$ cat src/rtl/arb_pkg.sv
// rtl/arb_pkg.sv - shared state encoding and access-size codes for the memory arbiter
package arb_pkg;

  typedef enum logic [1:0] {
    ST_IDLE  = 2'd0,
    ST_DATA  = 2'd1,
    ST_FETCH = 2'd2,
    ST_DROP  = 2'd3
  } state_t;

  localparam logic [1:0] SZ_BYTE = 2'b00;
  localparam logic [1:0] SZ_HALF = 2'b01;
  localparam logic [1:0] SZ_WORD = 2'b10;

  // The reserved code behaves exactly like a word access.
  function automatic logic [1:0] norm_size(input logic [1:0] size);
    return (size == SZ_BYTE || size == SZ_HALF) ? size : SZ_WORD;
  endfunction

endpackage

$ cat src/rtl/align_check.sv
// rtl/align_check.sv - flags data accesses whose address is not aligned to their size
module align_check
  import arb_pkg::*;
(
  input  logic [1:0] addr_lo,
  input  logic [1:0] size,
  output logic       misaligned
);

  always_comb begin
    misaligned = 1'b0;
    case (norm_size(size))
      SZ_HALF: misaligned = addr_lo[0];
      SZ_WORD: misaligned = (addr_lo != 2'b00);
      default: misaligned = 1'b0;
    endcase
  end

endmodule

$ cat src/rtl/mem_arbiter.sv
// rtl/mem_arbiter.sv - arbitrates fetch and load/store requests onto one single-port memory
module mem_arbiter
  import arb_pkg::*;
(
  input  logic        clk,
  input  logic        rst,
  input  logic        if_req,
  input  logic [31:0] if_addr,
  input  logic        flush,
  input  logic        d_read,
  input  logic        d_write,
  input  logic [31:0] d_addr,
  input  logic [31:0] d_wdata,
  input  logic [1:0]  d_size,
  output logic [31:0] if_rdata,
  output logic        if_valid,
  output logic [31:0] d_rdata,
  output logic        d_valid,
  output logic        d_misalign,
  output logic        stall,
  output logic        mem_en,
  output logic        mem_we,
  output logic [31:0] mem_addr,
  output logic [31:0] mem_wdata,
  output logic [1:0]  mem_size,
  input  logic        mem_ready,
  input  logic [31:0] mem_rdata
);

  state_t state;
  logic   misaligned;
  logic   d_take;
  logic   f_take;

  align_check u_align (
    .addr_lo    (d_addr[1:0]),
    .size       (d_size),
    .misaligned (misaligned)
  );

  // A requester is not re-granted in the cycle its valid pulse is out.
  assign d_take = (d_read | d_write) & ~d_valid;
  assign f_take = if_req & ~if_valid & ~flush;
  assign stall  = d_take | f_take;

  always_ff @(posedge clk) begin
    if (!rst) begin
      state      <= ST_IDLE;
      if_rdata   <= '0;
      if_valid   <= 1'b0;
      d_rdata    <= '0;
      d_valid    <= 1'b0;
      d_misalign <= 1'b0;
      mem_en     <= 1'b0;
      mem_we     <= 1'b0;
      mem_addr   <= '0;
      mem_wdata  <= '0;
      mem_size   <= '0;
    end else begin
      if_valid   <= 1'b0;
      d_valid    <= 1'b0;
      d_misalign <= 1'b0;
      case (state)
        ST_IDLE: begin
          if (d_take) begin
            if (misaligned) begin
              d_valid    <= 1'b1;
              d_misalign <= 1'b1;
            end else begin
              mem_en    <= 1'b1;
              mem_we    <= d_write;
              mem_addr  <= d_addr;
              mem_wdata <= d_wdata;
              mem_size  <= norm_size(d_size);
              state     <= ST_DATA;
            end
          end else if (f_take) begin
            mem_en    <= 1'b1;
            mem_we    <= 1'b0;
            mem_addr  <= if_addr;
            mem_wdata <= '0;
            mem_size  <= SZ_WORD;
            state     <= ST_FETCH;
          end
        end
        ST_DATA: begin
          if (mem_ready) begin
            mem_en  <= 1'b0;
            d_valid <= 1'b1;
            if (!mem_we) d_rdata <= mem_rdata;
            state   <= ST_IDLE;
          end
        end
        ST_FETCH: begin
          // A redirect landing on the completion cycle discards that result too.
          if (flush) begin
            if (mem_ready) begin
              mem_en <= 1'b0;
              state  <= ST_IDLE;
            end else begin
              state <= ST_DROP;
            end
          end else if (mem_ready) begin
            mem_en   <= 1'b0;
            if_rdata <= mem_rdata;
            if_valid <= 1'b1;
            state    <= ST_IDLE;
          end
        end
        ST_DROP: begin
          if (mem_ready) begin
            mem_en <= 1'b0;
            state  <= ST_IDLE;
          end
        end
        default: state <= ST_IDLE;
      endcase
    end
  end

endmodule

$ cat config.mk
export PLATFORM = sky130hd
export DESIGN_NAME = mem_arbiter
export DESIGN_NICKNAME = d
export VERILOG_FILES = /design/src/rtl/arb_pkg.sv /design/src/rtl/align_check.sv /design/src/rtl/mem_arbiter.sv
export SDC_FILE = /design/constraint.sdc
export NUM_CORES = 1
export LEC_CHECK = 0
export ABC_AREA = 1
export ABC_CLOCK_PERIOD_IN_PS = 1200
export BUFFER_PORTS_ARGS = -buffer_cell sky130_fd_sc_hd__buf_2
export CAP_MARGIN = 20
export CORE_ASPECT_RATIO = 0.9
export CORE_UTILIZATION = 41
export CTS_CLUSTER_DIAMETER = 40
export DETAILED_ROUTE_END_ITERATION = 10
export GPL_ROUTABILITY_DRIVEN = 0
export GPL_TIMING_DRIVEN = 1
export PLACE_DENSITY = 0.73
export REMOVE_ABC_BUFFERS = 1
export SLEW_MARGIN = 0
export SYNTH_ARGS = -nofsm -noshare
export SYNTH_HDL_FRONTEND = slang
export SYNTH_SLANG_ARGS = --single-unit
$ cat constraint.sdc
create_clock -name clk -period 1.2 [get_ports clk]
set_input_delay 0.18 -clock clk [delete_from_list [all_inputs] [get_ports clk]]
set_output_delay 0.18 -clock clk [all_outputs]
set_load 0.02 [all_outputs]
==> results.cfg <==
[clocking]
worstSkewPairLatency_ps = 410
cts_inserted_buffers = 17
cts.sink_count = 137
clk_pin_slew_ps = 60
cts_tree = done
cts_max_level = 4
clock_path_buffers = 2
hold_buffers = 0
cts_root_buf = clkbuf_16

[power_and_ir_drop]
ir_worst_vdd_uv = 1250
p_leak_nw = 4.45
power.density_nw_per_um2 = 1780

[die]
die_w_um = 124
die-area_um2 = 13800
ioPinCount = 273
die_h_um = 111
fp-row-count = 39
core_area_um2 = 12800
start_util = 0.425

[logic_synthesis]
async_reset_ff_frac = 0
ys_warn_count = 0
synth_area_leaders = dfxtp_1 50%, nor2_1 14%, nand2_1 14%
synth-edff-count = 0
yosys_most_used_dff = dfxtp_1
synth_cell_types = 19
synthesis.instances = 790
syn_area_per_cell_um2 = 6.90
synth_seq_area_share = 0.503
synthesis.area_um2 = 5450
yosys.area.top_type = dfxtp_1
ys_seq_elements = 137
yosysTopAreaCellShare = 0.503

[sta]
final_hold_viol_count = 0
worstMarginPinSlew_ps = 434
slew_headroom = 0.711
layout_setup_ws_ps = -147
fin_crit_ps = 1350
maxSlewViolCount = 0
holdWs_ps = 15.2
period_share = 1.12
clock.fmax_mhz = 742
clock_skew_ps = 10.8
fin_tns_setup_ps = -6340
rsz0062_at_grt = true
finalSetupViolCount = 103

[worst_setup_path]
cp_slowest_cell = dfxtp_4
critPathMaxFanout = 7
cp-end-kind = flip-flop
required_ps = 1530
r2r_slack_ps = -150
cp.arrival_ps = 1680
path_cells = nor2_4, buf_12, nand3_4, buf_12, buf_12, nand2_2, nand2_1, nor2_1
path_common_cell = buf_12
slowest_delay_ps = 340
critical_path_class = flip-flop to flip-flop
start_kind = flip-flop

[placement]
hpwl_um = 10800
place_ws_ps = -144
port_buffers = 272

[job]
maxCapViolCount = 0

[final_layout]
nets = 1226
seqCellArea_um2 = 2750
fill_cells = 1051
layout_commonest_cell = buf_2
area_growth_pct = 61.7
drive_gt1_frac = 0.426
final_cell_mix = 269 x buf_2, 190 x nor2_1, 164 x nand2_1
multi_input_area_um2 = 2760

[global_routing]
grt_max_degree = 65
grt_pass1_wl_um = 25400
grt_pass1_vias = 5387
grt_usage = 0.236
antenna_found_initial = 1
gr-total-overflow = 0

[status]
status = complete, but fails checks
violations = setup timing

[routing]
drtIter0Drc = 251
vias = 6053
post_drt_wl_per_cell_um = 14.1
viasPerCell = 4.78
antenna_left = 0
dr.pass1.iters = 4
totalWireLength_um = 17800
drcViolationCount = 0

[hold_path]
min_path_type = input port to flip-flop
==> logic make-up after synthesis <==
logic type      share of synthesized area
compound gates                     0.0976
flops                               0.503
simple gates                        0.327
buf+inv                            0.0719
==> power breakdown <==
part	switching [mW]	internal (mW)
Sequential	0.274	5.10
Clock	1.85	3.41
Combinational	2.87	2.22
Total	4.99	10.7
==> state kept, by name, indices dropped and copies added (netlist names) <==
name,flops
d_rdata,32
if_rdata,32
mem_addr,32
mem_wdata,32
mem_size,2
state,2
d_misalign,1
d_valid,1
if_valid,1
mem_en,1
mem_we,1
==> synthesized netlist by cell type, types with 2 or more instances <==
library cell	n
buf_1	3
nand2_1	205
dfxtp_1	137
nand3_1	40
nor2_1	206
buf_4	5
nor2_4	2
buf_2	19
clkbuf_1	23
inv_1	42
o21ai_0	67
a21oi_1	34
==> layer usage <==
layer  global-route usage  vias up  wire length (um)  part of all wire
li1                     -     3059                 -                 -
met1                0.275     2733              7200              0.40
met2                0.403      231              8880              0.50
met3               0.0635       30              1340             0.075
met4                0.103        0               379             0.021
met5                    0        -                 0                 0
==> stage by stage <==
stage	cells	util	instance area [um^2]	total power [mW]
after floorplan	740	-	5220	7.66
after global placement	1207	0.559	7170	9.12
after detailed placement	1207	0.559	7170	9.17
after CTS	1253	0.638	8190	15.1
after global routing	1266	0.687	8810	16.5
final	1266	0.687	8810	15.7
==> worst paths after layout <==
kind / start / end / depth (start not counted)
worst max-delay path: state[1] / mem_addr[27] / 8
worst min-delay path: mem_rdata[3] / d_rdata[3] / 3
worst max register to register: state[1] / mem_addr[27] / 8
worst min register to register: mem_wdata[18] / mem_wdata[18] / 2
==> cell type report <==
type	count	share of cell area
Sequential cell	137	0.312
Inverter	43	0.0200
Clock inverter	8	0.0135
Clock buffer	23	0.0542
Tap cell	164	0.0233
Multi-Input combinational cell	560	0.313
Timing Repair Buffer	330	0.264
Antenna cell	1	0.000284
==> critical path, delay by kind of cell (launching register included) <==
family | cells | cell delay [ps]
flip-flops | 1 | 340
buffers and inverters | 3 | 440
AND/OR/NAND/NOR | 5 | 490
==> what timing repair did <==
action,CTS,global route
resized for setup,59,131
pin swaps,4,18
endpoints found under the hold margin,0,0
endpoints found under the setup margin,136,138
gates cloned,7,10
setup buffers,9,3
(Power assumes the default switching activity.)
